**src/rtl/led_pkg.sv**
```systemverilog
// Shared constants, state type and helpers for the LED sequencer.
package led_pkg;

    localparam logic [1:0] ADDR_DATA_LO = 2'd0;
    localparam logic [1:0] ADDR_DATA_HI = 2'd1;
    localparam logic [1:0] ADDR_MODE    = 2'd2;
    localparam logic [1:0] ADDR_PERIOD  = 2'd3;

    localparam logic [1:0] MODE_STATIC = 2'd0;
    localparam logic [1:0] MODE_BLINK  = 2'd1;
    localparam logic [1:0] MODE_ROT_L  = 2'd2;
    localparam logic [1:0] MODE_ROT_R  = 2'd3;

    typedef enum logic [1:0] {
        S_STATIC,
        S_ON,
        S_OFF,
        S_ROT
    } state_t;

    function automatic state_t mode_to_state(input logic [1:0] mode);
        case (mode)
            MODE_BLINK: return S_ON;
            MODE_ROT_L,
            MODE_ROT_R: return S_ROT;
            default:    return S_STATIC;
        endcase
    endfunction

    function automatic logic [23:0] rotate1(input logic [23:0] p, input logic left);
        return left ? {p[22:0], p[23]} : {p[0], p[23:1]};
    endfunction

endpackage

```
**src/rtl/led_sequencer_if.sv**
```systemverilog
// IO-bus side of the LED sequencer: decode select, strobes, address and data.
interface led_sequencer_if;
    logic        LEDCtrl;
    logic        ioWrite;
    logic        ioRead;
    logic [1:0]  addr;
    logic [15:0] write_data;
    logic [15:0] read_data;

    modport master (output LEDCtrl, ioWrite, ioRead, addr, write_data, input read_data);
    modport slave  (input LEDCtrl, ioWrite, ioRead, addr, write_data, output read_data);
endinterface

```
**src/rtl/led_timebase.sv**
```systemverilog
// Prescaler plus step counter; tick marks each sequencing step.
module led_timebase
    import led_pkg::*;
#(
    parameter int PRESCALE = 100000
) (
    input  logic        clock,
    input  logic        reset,
    input  logic [15:0] period,
    input  logic        clr_all,
    input  logic        clr_rcnt,
    output logic        strobe,
    output logic        tick
);
    localparam int PW = (PRESCALE > 2) ? $clog2(PRESCALE) : 1;
    localparam logic [PW-1:0] PMAX = PW'(PRESCALE - 1);

    logic [PW-1:0] pcnt_q, pcnt_d;
    logic [15:0]   rcnt_q, rcnt_d;

    // A clearing write on the same cycle discards the step.
    assign strobe = (pcnt_q == PMAX);
    assign tick   = strobe && (rcnt_q == period) && !clr_all && !clr_rcnt;

    always_comb begin
        pcnt_d = strobe ? '0 : pcnt_q + PW'(1);
        rcnt_d = rcnt_q;
        if (strobe) begin
            rcnt_d = (rcnt_q == period) ? 16'd0 : rcnt_q + 16'd1;
        end
        if (clr_rcnt) begin
            rcnt_d = 16'd0;
        end
        if (clr_all) begin
            pcnt_d = '0;
            rcnt_d = 16'd0;
        end
    end

    always_ff @(posedge clock) begin
        if (reset) begin
            pcnt_q <= '0;
            rcnt_q <= 16'd0;
        end else begin
            pcnt_q <= pcnt_d;
            rcnt_q <= rcnt_d;
        end
    end

endmodule

```
**src/rtl/led_sequencer.sv**
```systemverilog
// Memory-mapped 24-bit LED controller: static, blink and rotate sequencing.
module led_sequencer
    import led_pkg::*;
#(
    parameter int          PRESCALE   = 100000,
    parameter logic [15:0] PERIOD_RST = 16'd499
) (
    input  logic                  clock,
    input  logic                  reset,
    led_sequencer_if.slave        bus,
    output logic [23:0]           leds,
    output logic                  tick
);
    state_t      state_q, state_d;
    logic [23:0] pattern_q, pattern_d;
    logic [1:0]  mode_q, mode_d;
    logic [15:0] period_q, period_d;
    logic        wr, clr_all, clr_rcnt, strobe;

    assign wr       = bus.LEDCtrl && bus.ioWrite;
    assign clr_all  = wr && (bus.addr == ADDR_MODE);
    assign clr_rcnt = wr && (bus.addr == ADDR_PERIOD);

    led_timebase #(.PRESCALE(PRESCALE)) u_timebase (
        .clock    (clock),
        .reset    (reset),
        .period   (period_q),
        .clr_all  (clr_all),
        .clr_rcnt (clr_rcnt),
        .strobe   (strobe),
        .tick     (tick)
    );

    always_ff @(posedge clock) begin
        if (reset) begin
            state_q   <= S_STATIC;
            pattern_q <= 24'h0;
            mode_q    <= MODE_STATIC;
            period_q  <= PERIOD_RST;
        end else begin
            state_q   <= state_d;
            pattern_q <= pattern_d;
            mode_q    <= mode_d;
            period_q  <= period_d;
        end
    end

    // Bus writes are applied after the step logic so they win over a coincident tick.
    always_comb begin
        state_d   = state_q;
        pattern_d = pattern_q;
        mode_d    = mode_q;
        period_d  = period_q;
        case (state_q)
            S_ON:    if (tick) state_d = S_OFF;
            S_OFF:   if (tick) state_d = S_ON;
            S_ROT:   if (tick) pattern_d = rotate1(pattern_q, mode_q == MODE_ROT_L);
            default: ;
        endcase
        if (wr) begin
            case (bus.addr)
                ADDR_DATA_LO: pattern_d = {pattern_q[23:16], bus.write_data};
                ADDR_DATA_HI: pattern_d = {bus.write_data[7:0], pattern_q[15:0]};
                ADDR_MODE: begin
                    mode_d  = bus.write_data[1:0];
                    state_d = mode_to_state(bus.write_data[1:0]);
                end
                default:      period_d = bus.write_data;
            endcase
        end
    end

    assign leds = (state_q == S_OFF) ? 24'h0 : pattern_q;

    always_comb begin
        bus.read_data = 16'h0000;
        if (bus.LEDCtrl && bus.ioRead) begin
            case (bus.addr)
                ADDR_DATA_LO: bus.read_data = pattern_q[15:0];
                ADDR_DATA_HI: bus.read_data = {8'h00, pattern_q[23:16]};
                ADDR_MODE:    bus.read_data = {14'h0, mode_q};
                default:      bus.read_data = period_q;
            endcase
        end
    end

    assert property (@(posedge clock) disable iff (reset) tick |-> strobe);

endmodule

```
**src/flat_wrapper.sv**
```systemverilog
// flat-port wrapper written by rule: the top's interface ports become plain ports
module led_sequencer_flat import led_pkg::*;
#(
    parameter int          PRESCALE   = 100000,
    parameter logic [15:0] PERIOD_RST = 16'd499
)
  (clock, reset, leds, tick, bus_LEDCtrl, bus_ioWrite, bus_ioRead, bus_addr, bus_write_data, bus_read_data);
  led_sequencer_if bus_i ();
  input  logic clock;
  input  logic reset;
  output logic [23:0] leds;
  output logic tick;
  input wire logic [$bits(bus_i.LEDCtrl)-1:0] bus_LEDCtrl;
  input wire logic [$bits(bus_i.ioWrite)-1:0] bus_ioWrite;
  input wire logic [$bits(bus_i.ioRead)-1:0] bus_ioRead;
  input wire logic [$bits(bus_i.addr)-1:0] bus_addr;
  input wire logic [$bits(bus_i.write_data)-1:0] bus_write_data;
  output wire logic [$bits(bus_i.read_data)-1:0] bus_read_data;
  assign bus_i.LEDCtrl = bus_LEDCtrl;
  assign bus_i.ioWrite = bus_ioWrite;
  assign bus_i.ioRead = bus_ioRead;
  assign bus_i.addr = bus_addr;
  assign bus_i.write_data = bus_write_data;
  assign bus_read_data = bus_i.read_data;
  led_sequencer #(.PRESCALE(PRESCALE), .PERIOD_RST(PERIOD_RST)) u_core (.clock(clock), .reset(reset), .bus(bus_i), .leds(leds), .tick(tick));
endmodule
```
**config.mk**
```make
export PLATFORM = sky130hd
export DESIGN_NAME = led_sequencer_flat
export DESIGN_NICKNAME = d
export VERILOG_FILES = /design/src/rtl/led_pkg.sv /design/src/rtl/led_sequencer_if.sv /design/src/rtl/led_timebase.sv /design/src/rtl/led_sequencer.sv /design/src/flat_wrapper.sv
export SDC_FILE = /design/constraint.sdc
export NUM_CORES = 1
export LEC_CHECK = 0
export BUFFER_PORTS_ARGS = -buffer_cell sky130_fd_sc_hd__buf_4
export CAP_MARGIN = 20
export CORE_MARGIN = 3
export CORE_UTILIZATION = 60
export CTS_BUF_LIST = sky130_fd_sc_hd__clkbuf_8
export DETAILED_ROUTE_END_ITERATION = 6
export GPL_TIMING_DRIVEN = 0
export PLACE_DENSITY = 0.88
export RECOVER_POWER = 100
export SLEW_MARGIN = 20
export SYNTH_ARGS = -nofsm -noshare
export SYNTH_HDL_FRONTEND = slang
export SYNTH_SLANG_ARGS = --single-unit
```
**constraint.sdc**
```tcl
create_clock -name clock -period 3.9 [get_ports clock]
set_clock_uncertainty 0.15 [all_clocks]
set_input_delay 0.78 -clock clock [delete_from_list [all_inputs] [get_ports clock]]
set_output_delay 0.78 -clock clock [all_outputs]
set_load 0.01 [all_outputs]
```
* Yosys cells after proc, flatten, opt, wreduce, memory -nomap -nowiden
Cells that the tools add are included.
Storage, ports and cells: bits in registers 77, bits of input ports 23, output and inout port bits 41, logic and storage cells 55
Cells by class: add/sub/neg operators 2, equal/unequal tests 14, muxes and demuxes 15, bitwise gates (word level) 1, reductions and logical operators 16
Operators by type and width (count):
- 24-bit 2-to-1 mux | 5
- 16-bit one-hot mux with 3 select lines | 1
- 24-bit one-hot mux with 2 select lines | 1
- 16-bit 2-to-1 mux | 2
- 17-bit by 1-bit adder with 17-bit output, second input constant | 1
- 17-bit equality test, second input constant | 1
- 16-bit by 1-bit adder with 16-bit output, second input constant | 1
- 16-bit equality test | 1
- 2-bit equality test, second input constant | 7
- 3-bit OR reduction | 3
- 2-bit 2-to-1 mux | 4
- 2-bit one-hot mux with 2 select lines | 2
- 1-bit logical AND | 7
- 2-bit by 1-bit equality test with 1-bit output, second input constant | 3
- 2-bit != test, second input constant | 2
- 2-bit AND reduction | 2
- 1-bit zero test | 2
- 2-bit zero test | 1
- 2-bit OR reduction | 1
- 1-bit inverter | 1

* Depth between registers and ports, before layout
depth after elaboration 9, gate-level depth with buffers 9, mapped depth without buffers 6

* Hierarchy
From an unflattened synthesis, not the netlist that was laid out.
Second synthesis, totals: cells, all modules 501, area, all modules 4290.4 µm²
Modules (own cells, without submodules):
- led_sequencer | instances 1, cells an instance 303, area each 2636.3 µm², seq. area each 880.8 µm²
- led_timebase | instances 1, cells an instance 198, area each 1654.1 µm², seq. area each 660.6 µm²

* Worst setup path before layout
OpenSTA, ideal clock, no wires.
path type input-to-output, start point input bus_addr[0], end point output bus_read_data[1], arrival time 1825 ps, data required time 2970 ps, path slack 1145 ps, cell stages on the path 4, path buffers 2, cell sequence buf_2 -> buf_1 -> mux4_2 -> nor2b_1
On the way: word-level cells in the longest chain between the ends 3, elaborated cells between the ends (all ways) 5, those cells by class eq/ne: 2; mux: 2; reduce/logical: 1
Ends and longest elaborated chain:
- start: declaration | RTL line flat_wrapper.sv:16 | input wire logic [$bits(bus_i.addr)-1:0] bus_addr;
- 2-bit equality test, or another cell as far along | RTL line led_sequencer.sv:78 | case (bus.addr)
- 16-bit one-hot mux with 3 select lines * | RTL line led_sequencer.sv:78
- 16-bit 2-to-1 mux * | RTL line led_sequencer.sv:77 | if (bus.LEDCtrl && bus.ioRead) begin
- end: declaration | RTL line flat_wrapper.sv:18 | output wire logic [$bits(bus_i.read_data)-1:0] bus_read_data;
Every way passes the cells marked *; elsewhere a longest branch is shown, timed or not.

* Final worst setup path
start point register u_core.u_timebase.pcnt_q[0], end point output tick
On the way: word-level cells in the longest chain between the ends 4
Ends and longest elaborated chain:
- start: declaration | RTL line led_timebase.sv:18 | logic [PW-1:0] pcnt_q, pcnt_d;
- start signal: assignment | RTL line led_timebase.sv:45 | pcnt_q <= pcnt_d;
- 17-bit equality test | RTL line led_timebase.sv:22 | assign strobe = (pcnt_q == PMAX);
- 1-bit logical AND (3 in a row) | RTL line led_timebase.sv:23 | assign tick = strobe && (rcnt_q == period) && !clr_all && !clr_rcnt;
- end: declaration | RTL line flat_wrapper.sv:12 | output logic tick;
No other way between the ends.

==> results.json <==
{
  "die_area_mm2": 0.00893,
  "synth_edf_count": 0,
  "cp.required_ns": 2.97,
  "ys_seq_area_share_pct": 32.8,
  "drv_cap": 0,
  "die_h_um": 94.5,
  "tightest_slew_ns": 0.919,
  "fin_hold_ws_ns": 0.317,
  "start_util_pct": 63.4,
  "place.gp.congestion": 0.973,
  "numCtsBuffers": 9,
  "setup_tns_ns": 0,
  "grt_usage_pct": 31.9,
  "diodes": 0,
  "io_buffer_count": 61,
  "holdBufCountCts": 0,
  "grt_max_degree": 14,
  "pwr_density_cell_mw_per_mm2": 296,
  "nets": 653,
  "place_inst": 716,
  "die_w_um": 94.5,
  "cts_resized": 0,
  "reg2reg_depth": 8,
  "wire_per_inst_um": 19.0,
  "rrSetupSlack_ns": 0.97,
  "synthCells": 556,
  "final-hold-violation-count": 0,
  "drv_slew": 0,
  "finalCritPeriodShare_pct": 88.5,
  "first_pass_iters": 5,
  "end_kind": "primary output",
  "synthTopCellsByCount": "77 x dfxtp_1, 52 x nor2_1, 50 x nand2_1",
  "yosysMostFrequentCell": "dfxtp_1",
  "syn_nets": 581,
  "fin_util_pct": 72.4,
  "synthDistinctLibCells": 53,
  "dpl_cell_area_mm2": 0.00528,
  "fp-row-count": 31,
  "grt_pass1_wl_mm": 22.4,
  "drcViolationCount": 0,
  "synth-async-reset-ratio_pct": 0,
  "rsz0062_at_grt": "false",
  "viasPerCell": 6.29,
  "r2r_end": "u_core.u_timebase.rcnt_q[7]",
  "hp-class": "reg -> reg",
  "status": "finished clean",
  "synthFlopType": "dfxtp_1",
  "synth_top_cell_by_area": "dfxtp_1",
  "cts_sinks": 77,
  "grt_overflow": 0,
  "crit_fanout": 8,
  "setup_viol": 0,
  "vias": 4595,
  "cts-root-buf": "clkbuf_8",
  "worstSetupPathType": "reg -> out",
  "critPathLaunchType": "register",
  "arrival_ns": 2.52,
  "fillerInstances": 609,
  "htree_levels": 3,
  "insertion_delay_ns": 0.35,
  "yosys_warnings": 0,
  "rr_startpoint": "u_core.u_timebase.pcnt_q[0]",
  "yosys-top-cells-area": "dfxtp_1 33%, nor4_2 5.6%, mux2_2 5.5%",
  "stdcell_area_mm2": 0.00536,
  "slew_headroom_pct": 38.6,
  "cts_tree": "built",
  "hpwl_mm": 10.3,
  "min_to": "u_core.u_timebase.pcnt_q[0]",
  "fmax_mhz": 290,
  "coreArea_mm2": 0.00741,
  "detail-route-antenna-nets": 0,
  "grt_pass1_vias": 4461,
  "finalCriticalPeriod_ns": 3.45,
  "area.growth.synth_to_final_pct": 14.2,
  "synth_area_per_cell_um2": 8.45,
  "ys_seq_elements": 77,
  "syn_area_mm2": 0.00470,
  "post_cts.repair.setup_buffers": 0,
  "drtIter0Drc": 364,
  "hp-start": "u_core.u_timebase.pcnt_q[0]",
  "worstHoldPathCells": 1,
  "drt-total-wl_mm": 13.9,
  "ctsLongestPathBuffers": 2,
  "ir_drop_mv": 0.203,
  "antenna_found_initial": 0,
  "clkTransAtPathRegs_ns": 0.08,
  "drive_gt1_share_pct": 18.5,
  "pin_count": 64,
  "netlist.area_leader.share_pct": 32.8,
  "final_cells": 731,
  "p_leak_nw": 1.87
}
[area by class of cell]
class	count	area (µm²)	area share [%]
clock inverters	5	60.1	1.12
flip-flops and latches	77	1540	28.7
plain buffers	49	210	3.92
clock buffers	10	138	2.57
repair buffers	61	375	7.00
well taps	99	124	2.31
inverters	5	18.8	0.350
multi-input cells	425	2900	54.0
[worst max path at each step]
stage | startpoint | end | cells after the start
5_1_grt | u_core.u_timebase.pcnt_q[0] | tick | 7
3_5_place_dp | bus_addr[0] | bus_read_data[6] | 7
4_1_cts | u_core.u_timebase.pcnt_q[0] | tick | 7
2_1_floorplan | bus_addr[0] | bus_read_data[1] | 4
6_report | u_core.u_timebase.pcnt_q[0] | tick | 7
3_3_place_gp | bus_addr[0] | bus_read_data[6] | 7
[routing by layer]
layer,vias up,wire length (µm),part of all wire (%),global-route usage [%]
met5,-,0,0,0
met1,2139,5660,41,41.7
met3,50,1100,7.9,4.62
li1,2171,-,-,-
met2,235,6570,47,51.2
met4,0,552,4.0,16.1
[critical path, cell delays in order (launching register included)]
cell and delay [ns]:
dfxtp_1 0.37, ha_1 0.22, and4_1 0.20, buf_4 0.14, nand4_1 0.31, nor3_1 0.53
and3_1 0.23, clkbuf_1 0.15
[cells by family after synthesis]
kind of cell    Yosys count  share of synthesized area (%)
flops                    77                           32.8
compound gates          120                           16.9
fa+ha+maj                 2                          0.533
xor+xnor                 39                           7.27
mux                      33                           8.18
buf+inv                  54                           5.14
simple gates            231                           29.1
[layout by cell type (no fill, tap or decap), types with 23 or more instances in the layout]
cell       n
a21oi_1   26
a22oi_1   30
a31oi_1   23
buf_4     40
clkbuf_1  59
dfxtp_1   77
mux2_2    23
nand2_1   50
nor2_1    52
o31ai_1   23
xor2_1    23
[registers in the layout, indices dropped and copies added (netlist names)]
name and count:
u_core.state_q 2, u_core.mode_q 2, u_core.u_timebase.rcnt_q 16, u_core.period_q 16, u_core.u_timebase.pcnt_q 17, u_core.pattern_q 24
[metrics by stage]
step	power (mW)	setup WS, ns
after global routing	1.63	0.258
after CTS	1.59	0.597
after detailed placement	0.983	0.749
after global placement	0.979	0.744
final	1.59	0.449
after floorplan	0.915	1.15
[power breakdown]
part / internal (mW) / switching (mW) / total [mW] / leakage, nW
sequential: 0.799 / 0.0194 / 0.819 / 0.623
combinational: 0.0590 / 0.0868 / 0.146 / 1.14
clock: 0.312 / 0.309 / 0.621 / 0.0987
No activity file was read; power rests on OpenSTA's default activity.
